[src/rtl/vec_int_div_pkg.sv]
// Shared types for the vector integer divider: operand vector/scalar types,
// op and state encodings, and lane packing helpers.
package vec_int_div_pkg;

  localparam int DEF_LANES = 4;
  localparam int DEF_WIDTH = 32;

  typedef logic [DEF_WIDTH-1:0]           scalar_t;
  typedef logic [DEF_LANES*DEF_WIDTH-1:0] vector_t;

  typedef enum logic [1:0] {
    OP_DIV  = 2'b00,
    OP_DIVU = 2'b01,
    OP_REM  = 2'b10,
    OP_REMU = 2'b11
  } op_e;

  typedef enum logic [2:0] {
    ST_IDLE,
    ST_PREP,
    ST_ITER,
    ST_FIX,
    ST_DONE
  } state_e;

  // Lane i occupies bits [lane_lsb(i, width) +: width] of a packed vector.
  function automatic int lane_lsb(input int lane, input int width);
    return lane * width;
  endfunction

  function automatic logic op_is_signed(input op_e o);
    return ~o[0];
  endfunction

  function automatic logic op_is_rem(input op_e o);
    return o[1];
  endfunction

endpackage

[src/rtl/vec_div_lane.sv]
// One divider lane: operand magnitude capture, radix-2 restoring step and
// final sign/zero-divisor correction of quotient or remainder.
module vec_div_lane
  import vec_int_div_pkg::*;
#(
  parameter int WIDTH = 32
) (
  input  logic             clk,
  input  logic             rst,
  input  logic             i_load,
  input  logic             i_step,
  input  logic             i_signed,
  input  logic             i_rem,
  input  logic [WIDTH-1:0] i_a,
  input  logic [WIDTH-1:0] i_d,
  output logic [WIDTH-1:0] o_res
);

  logic [WIDTH-1:0] r_q;
  logic [WIDTH:0]   r_r;
  logic [WIDTH-1:0] r_d;
  logic             r_neg_q;
  logic             r_neg_r;
  logic             r_dz;

  logic [WIDTH:0]   w_trial;
  logic             w_ge;
  logic [WIDTH-1:0] w_quo;
  logic [WIDTH-1:0] w_rem;

  // r_q starts as |dividend| and shifts quotient bits in as dividend bits leave.
  assign w_trial = {r_r[WIDTH-1:0], r_q[WIDTH-1]};
  assign w_ge    = (w_trial >= {1'b0, r_d});

  always_ff @(posedge clk or negedge rst) begin
    if (!rst) begin
      r_q     <= '0;
      r_r     <= '0;
      r_d     <= '0;
      r_neg_q <= 1'b0;
      r_neg_r <= 1'b0;
      r_dz    <= 1'b0;
    end else if (i_load) begin
      r_q     <= (i_signed && i_a[WIDTH-1]) ? -i_a : i_a;
      r_d     <= (i_signed && i_d[WIDTH-1]) ? -i_d : i_d;
      r_r     <= '0;
      r_neg_q <= i_signed && (i_a[WIDTH-1] ^ i_d[WIDTH-1]);
      r_neg_r <= i_signed && i_a[WIDTH-1];
      r_dz    <= (i_d == '0);
    end else if (i_step) begin
      r_r <= w_ge ? (w_trial - {1'b0, r_d}) : w_trial;
      r_q <= {r_q[WIDTH-2:0], w_ge};
    end
  end

  // A zero divisor leaves the full dividend in r_r, so only the quotient needs forcing.
  assign w_quo = r_dz ? '1 : (r_neg_q ? -r_q : r_q);
  assign w_rem = WIDTH'(r_neg_r ? -r_r : r_r);
  assign o_res = i_rem ? w_rem : w_quo;

endmodule

[src/rtl/vec_int_div.sv]
// Multi-lane iterative integer divider (DIV/DIVU/REM/REMU) with one shared FSM.
// Define VEC_DIV_ZERO_FLAG_EN to add the per-lane dz_mask output.
module vec_int_div
  import vec_int_div_pkg::*;
#(
  parameter int LANES = 4,
  parameter int WIDTH = 32
) (
  input  logic                   clk,
  input  logic                   rst,
  input  logic                   start,
  input  logic [1:0]             op,
  input  logic                   use_imm,
  input  logic [LANES*WIDTH-1:0] a,
  input  logic [LANES*WIDTH-1:0] b,
  input  logic [WIDTH-1:0]       imm,
  input  logic                   stall,
  output logic                   busy,
  output logic                   out_valid,
  output logic [LANES*WIDTH-1:0] out
`ifdef VEC_DIV_ZERO_FLAG_EN
  ,
  output logic [LANES-1:0]       dz_mask
`endif
);

  localparam int CW = $clog2(WIDTH) + 1;

  state_e                 r_state;
  logic [CW-1:0]          r_cnt;
  op_e                    r_op;
  logic [LANES*WIDTH-1:0] r_a;
  logic [LANES*WIDTH-1:0] r_b;
  logic [LANES*WIDTH-1:0] r_out;
  logic                   r_busy;
  logic                   r_out_valid;
`ifdef VEC_DIV_ZERO_FLAG_EN
  logic [LANES-1:0]       r_dz_mask;
`endif

  logic                   w_load;
  logic                   w_step;
  logic [LANES*WIDTH-1:0] w_res;

  // ITER holds one extra cycle at terminal count; only WIDTH of its cycles step.
  assign w_load = (r_state == ST_PREP);
  assign w_step = (r_state == ST_ITER) && (r_cnt != CW'(WIDTH));

  always_ff @(posedge clk or negedge rst) begin
    if (!rst) begin
      r_state     <= ST_IDLE;
      r_cnt       <= '0;
      r_op        <= OP_DIV;
      r_a         <= '0;
      r_b         <= '0;
      r_out       <= '0;
      r_busy      <= 1'b0;
      r_out_valid <= 1'b0;
`ifdef VEC_DIV_ZERO_FLAG_EN
      r_dz_mask   <= '0;
`endif
    end else begin
      case (r_state)
        ST_IDLE: begin
          if (start) begin
            r_op    <= op_e'(op);
            r_a     <= a;
            r_b     <= use_imm ? {LANES{imm}} : b;
            r_busy  <= 1'b1;
            r_state <= ST_PREP;
          end
        end
        ST_PREP: begin
          r_cnt   <= '0;
          r_state <= ST_ITER;
        end
        ST_ITER: begin
          if (r_cnt == CW'(WIDTH)) begin
            r_state <= ST_FIX;
          end else begin
            r_cnt <= r_cnt + 1'b1;
          end
        end
        ST_FIX: begin
          r_out       <= w_res;
          r_out_valid <= 1'b1;
`ifdef VEC_DIV_ZERO_FLAG_EN
          for (int i = 0; i < LANES; i++) begin
            r_dz_mask[i] <= (r_b[lane_lsb(i, WIDTH) +: WIDTH] == '0);
          end
`endif
          r_state     <= ST_DONE;
        end
        ST_DONE: begin
          if (!stall) begin
            r_out_valid <= 1'b0;
            r_busy      <= 1'b0;
            r_state     <= ST_IDLE;
          end
        end
        default: r_state <= ST_IDLE;
      endcase
    end
  end

  for (genvar gi = 0; gi < LANES; gi++) begin : g_lane
    vec_div_lane #(
      .WIDTH(WIDTH)
    ) u_lane (
      .clk     (clk),
      .rst     (rst),
      .i_load  (w_load),
      .i_step  (w_step),
      .i_signed(op_is_signed(r_op)),
      .i_rem   (op_is_rem(r_op)),
      .i_a     (r_a[lane_lsb(gi, WIDTH) +: WIDTH]),
      .i_d     (r_b[lane_lsb(gi, WIDTH) +: WIDTH]),
      .o_res   (w_res[lane_lsb(gi, WIDTH) +: WIDTH])
    );
  end

  assign busy      = r_busy;
  assign out_valid = r_out_valid;
  assign out       = r_out;
`ifdef VEC_DIV_ZERO_FLAG_EN
  assign dz_mask   = r_dz_mask;
`endif

endmodule

[config.mk]
export PLATFORM = sky130hd
export DESIGN_NAME = vec_int_div
export DESIGN_NICKNAME = d
export VERILOG_FILES = /design/src/rtl/vec_int_div_pkg.sv /design/src/rtl/vec_div_lane.sv /design/src/rtl/vec_int_div.sv
export SDC_FILE = /design/constraint.sdc
export NUM_CORES = 2
export LEC_CHECK = 0
export CAP_MARGIN = 10
export CELL_PAD_IN_SITES_DETAIL_PLACEMENT = 1
export CELL_PAD_IN_SITES_GLOBAL_PLACEMENT = 1
export CORE_ASPECT_RATIO = 1.75
export CORE_MARGIN = 2
export CORE_UTILIZATION = 50
export CTS_BUF_LIST = sky130_fd_sc_hd__clkbuf_4
export DETAILED_ROUTE_END_ITERATION = 8
export GPL_TIMING_DRIVEN = 0
export PLACE_DENSITY_LB_ADDON = 0.1
export SLEW_MARGIN = 20
export SYNTH_ARGS = -nofsm -noshare
export SYNTH_HDL_FRONTEND = slang
export SYNTH_SLANG_ARGS = --single-unit
[constraint.sdc]
create_clock -name clk -period 5.5 [get_ports clk]
set_input_delay 1.65 -clock clk [delete_from_list [all_inputs] [get_ports clk]]
set_output_delay 1.65 -clock clk [all_outputs]
set_load 0.02 [all_outputs]
==> impl_metrics.yaml <==
clock_tree:
  clock-sinks: 793
  hold_buffers: 0
  path_clk_slew_ns: 0.07
  root_buffer: "clkbuf_4"
  cts_buffers: 192
  cts_tree: "built"
  cts_repair_resize_count: 0
  cts.path.max_buffers: 3
  htree_levels: 4
  post_cts_buffers: 0
  clock_latency_ns: 1.26
grt:
  antenna_found_initial: 4
  grt-ovfl-total: 0
  grt_start_max_net_pins: 95
  grt_pass1_wl_um: 315000
  grt_usage_pct: 40.5
  grt_pass1_vias: 52600
timing:
  fmax_mhz: 224
  clock_skew_ns: 0.0685
  drv_slew: 0
  hold_viol: 0
  hold_slack_ns: 0.395
  slew_headroom_pct: 14.4
  finalSetupViolCount: 0
  period_needed_ns: 4.46
  worstMarginPinSlew_ns: 1.28
  fin_crit_sh_pct: 81.2
  rsz0062_at_grt: "false"
critical_path:
  critPathSlowestCell: "buf_1"
  ff2ff_path_depth: 12
  worst_ep_required_time_ns: 6.57
  path_cells: "ha_1 -> a21oi_1 -> o21ai_0 -> a221o_1 -> a31oi_1 -> o31ai_1 -> a21oi_1 -> o211a_1 -> clkbuf_1 -> buf_1 -> mux2i_1 -> o21ai_0"
  worst_setup_path_start_kind: "register"
  crit_arrival_ns: 5.54
  cp-end-kind: "register"
  timing.rr.end: "g_lane[1].u_lane.r_r[17]"
  slowest_delay_ns: 0.69
  timing.rr.start: "g_lane[1].u_lane.r_r[7]"
  critPathKind: "reg -> reg"
  cp_max_fo: 10
  rrSetupSlack_ns: 1.04
die:
  core_area_mm2: 0.100
  rows: 154
  die_height_um: 424
  initial_utilization_pct: 50.2
  die-area_mm2: 0.104
  pin_count: 425
  die_w_um: 244
power_and_ir_drop:
  p_leak_uw: 0.0258
  pwr-share-clk_pct: 11.7
  p_sw_uw: 23100
  cellPowerDensity_mw_per_mm2: 748
  p_total_uw: 44200
  ir_drop_v: 0.000394
  p_int_uw: 21200
  p_comb_share_pct: 59.3
  share_seq_of_total_power_pct: 29.0
  p_sw_share_pct: 52.1
cells_and_area:
  multi_input_area_mm2: 0.0285
  fin_nets: 6759
  areaGrowthSynthToFinish_pct: 17.2
  seq_area_mm2: 0.0198
  fill_cells: 11900
  drive_gt1_share_pct: 7.43
  fin_area_mm2: 0.0591
synth:
  synthCells: 5687
  ys_types: 76
  synth_edf_count: 0
  ys_seq_area_share_pct: 39.3
  synth.most_common_cell: "dfrtp_1"
  synthFlopType: "dfrtp_1"
  async_reset_ff_share_pct: 100
  yosys_register_bits: 793
  netlist_area_mm2: 0.0504
  yosys.area.top_type: "dfrtp_1"
  syn_area_per_cell_um2: 8.87
  synth_fp_nets: 6132
  yosys-top-cells-area: "dfrtp_1 39%, xor2_1 5.9%, nand2_1 5.0%, xnor2_1 4.3%, mux2i_1 4.3%"
  synthTopCellsByCount: "793 x dfrtp_1, 675 x nand2_1, 435 x nor2_1"
  netlist.area_leader.share_pct: 39.3
  ys_warn_count: 0
hold_path:
  hold_class: "in -> async"
job:
  maxCapViolCount: 0
placement:
  place_area_mm2: 0.0566
  hpwl_um: 165000
  routabilityCongestion: 0.973
  numPortBuffers: 423
detailed_routing:
  wl_per_cell_um: 27.1
  drcViolationCount: 0
  vias_per_cell: 6.28
  drt_wl_total_um: 212000
  num_vias: 48900
  ant_nets: 0
  first_pass_iters: 6
  drt-initial-drc-count: 3070
status:
  status: "completed"
-- layout by cell type, fill, tap and decap left out, types with 47 or more instances in the layout --
cell type	Yosys	final
a31oi_1	141	141
dfrtp_1	793	793
xnor2_1	246	246
nand2_1	675	675
mux2_2	121	121
ha_1	146	146
o21ai_0	419	419
nor3_1	73	73
clkdlybuf4s50_1	0	422
nand3_1	86	86
nor2_1	435	435
clkinv_1	1	50
a221oi_1	119	119
o211ai_1	55	55
xor2_1	338	338
clkbuf_1	317	301
nor4_1	53	53
or4_1	63	63
o31ai_1	122	122
a21oi_1	335	335
a21o_1	198	198
clkbuf_4	0	265
or3_1	59	59
o41ai_1	47	47
inv_1	214	214
mux2i_1	215	215
-- power by group through the flow --
stage | combinational [µW] | sequential (µW) | clock, µW
floorplan | 17000 | 11500 | 0
global placement | 24800 | 12600 | 0
detailed placement | 25700 | 12700 | 0
CTS | 25900 | 12600 | 5250
global route | 28400 | 13000 | 5500
finish | 26200 | 12800 | 5180
-- critical path: cells and delay by family, from the launching register on --
kind / cells / cell delay (ns)
mux: 1 / 0.27
fa+ha+maj: 1 / 0.45
flops: 1 / 0.52
compound gates: 8 / 2.04
buf+inv: 2 / 1.03
-- how the worst max path moves through the flow --
stage | start | to | slack (ns) | cells past startpoint
2_1_floorplan | g_lane[2].u_lane.r_r[12] | g_lane[2].u_lane.r_r[6] | 2.20 | 12
3_3_place_gp | rst | r_a[37] | -33.26 | 1
3_5_place_dp | start | r_a[1] | -0.05 | 7
4_1_cts | g_lane[1].u_lane.r_r[7] | g_lane[1].u_lane.r_r[17] | 1.03 | 12
5_1_grt | g_lane[1].u_lane.r_q[31] | g_lane[1].u_lane.r_r[17] | 0.71 | 13
6_report | g_lane[1].u_lane.r_r[7] | g_lane[1].u_lane.r_r[17] | 1.04 | 12
-- layer usage --
layer / up-vias / GRT usage (%) / share of wire, %
met5: - / 0 / 0.014
met4: 4 / 32.7 / 9.5
met3: 808 / 7.61 / 5.2
met2: 1692 / 72.4 / 51
met1: 24700 / 41.0 / 35
li1: 21700 / - / -
-- flip-flops by register name, summed over array words and instances (netlist names), 4 cells and up --
| signal | flops |
|---|---|
| out | 128 |
| g_lane.u_lane.r_neg_r | 4 |
| r_a | 128 |
| g_lane.u_lane.r_neg_q | 4 |
| g_lane.u_lane.r_r | 128 |
| g_lane.u_lane.r_d | 128 |
| r_cnt | 6 |
| g_lane.u_lane.r_dz | 4 |
| g_lane.u_lane.r_q | 128 |
| r_b | 128 |
-- metrics by stage --
stage	utilization [%]	TNS (ns)	setup WS (ns)	cells
finish	58.9	0	1.04	7796
global route	58.9	0	0.714	7794
CTS	58.8	0	1.03	7786
detailed placement	56.4	-0.0521	-0.0521	7446
global placement	56.1	-	-33.26	7436
floorplan	-	0	2.20	5687
-- logic make-up (layout without fill, tap and decap cells) --
| family | Yosys count | count (layout) | share of synthesized area, % |
|---|---|---|---|
| DFF | 793 | 793 | 39.3 |
| buffers and inverters | 559 | 1332 | 4.17 |
| and+or+nand+nor | 1649 | 1649 | 15.0 |
| xor gates and xnor gates | 584 | 584 | 10.1 |
| muxes | 336 | 336 | 6.97 |
| adders and majority gates | 150 | 150 | 3.78 |
| AOI/OAI and AO/OA | 1616 | 1616 | 20.6 |
| other | 0 | 10 | 0 |
-- cell type report --
type / instances / area share, %
Clock inverter: 75 / 0.773
Inverter: 215 / 1.37
Tap cell: 1326 / 2.81
Sequential cell: 793 / 33.6
Clock buffer: 265 / 3.37
Multi-Input combinational cell: 4335 / 48.2
Timing Repair Buffer: 433 / 7.63
Antenna cell: 10 / 0.0424
Buffer: 344 / 2.23
(Power assumes the default switching activity.)
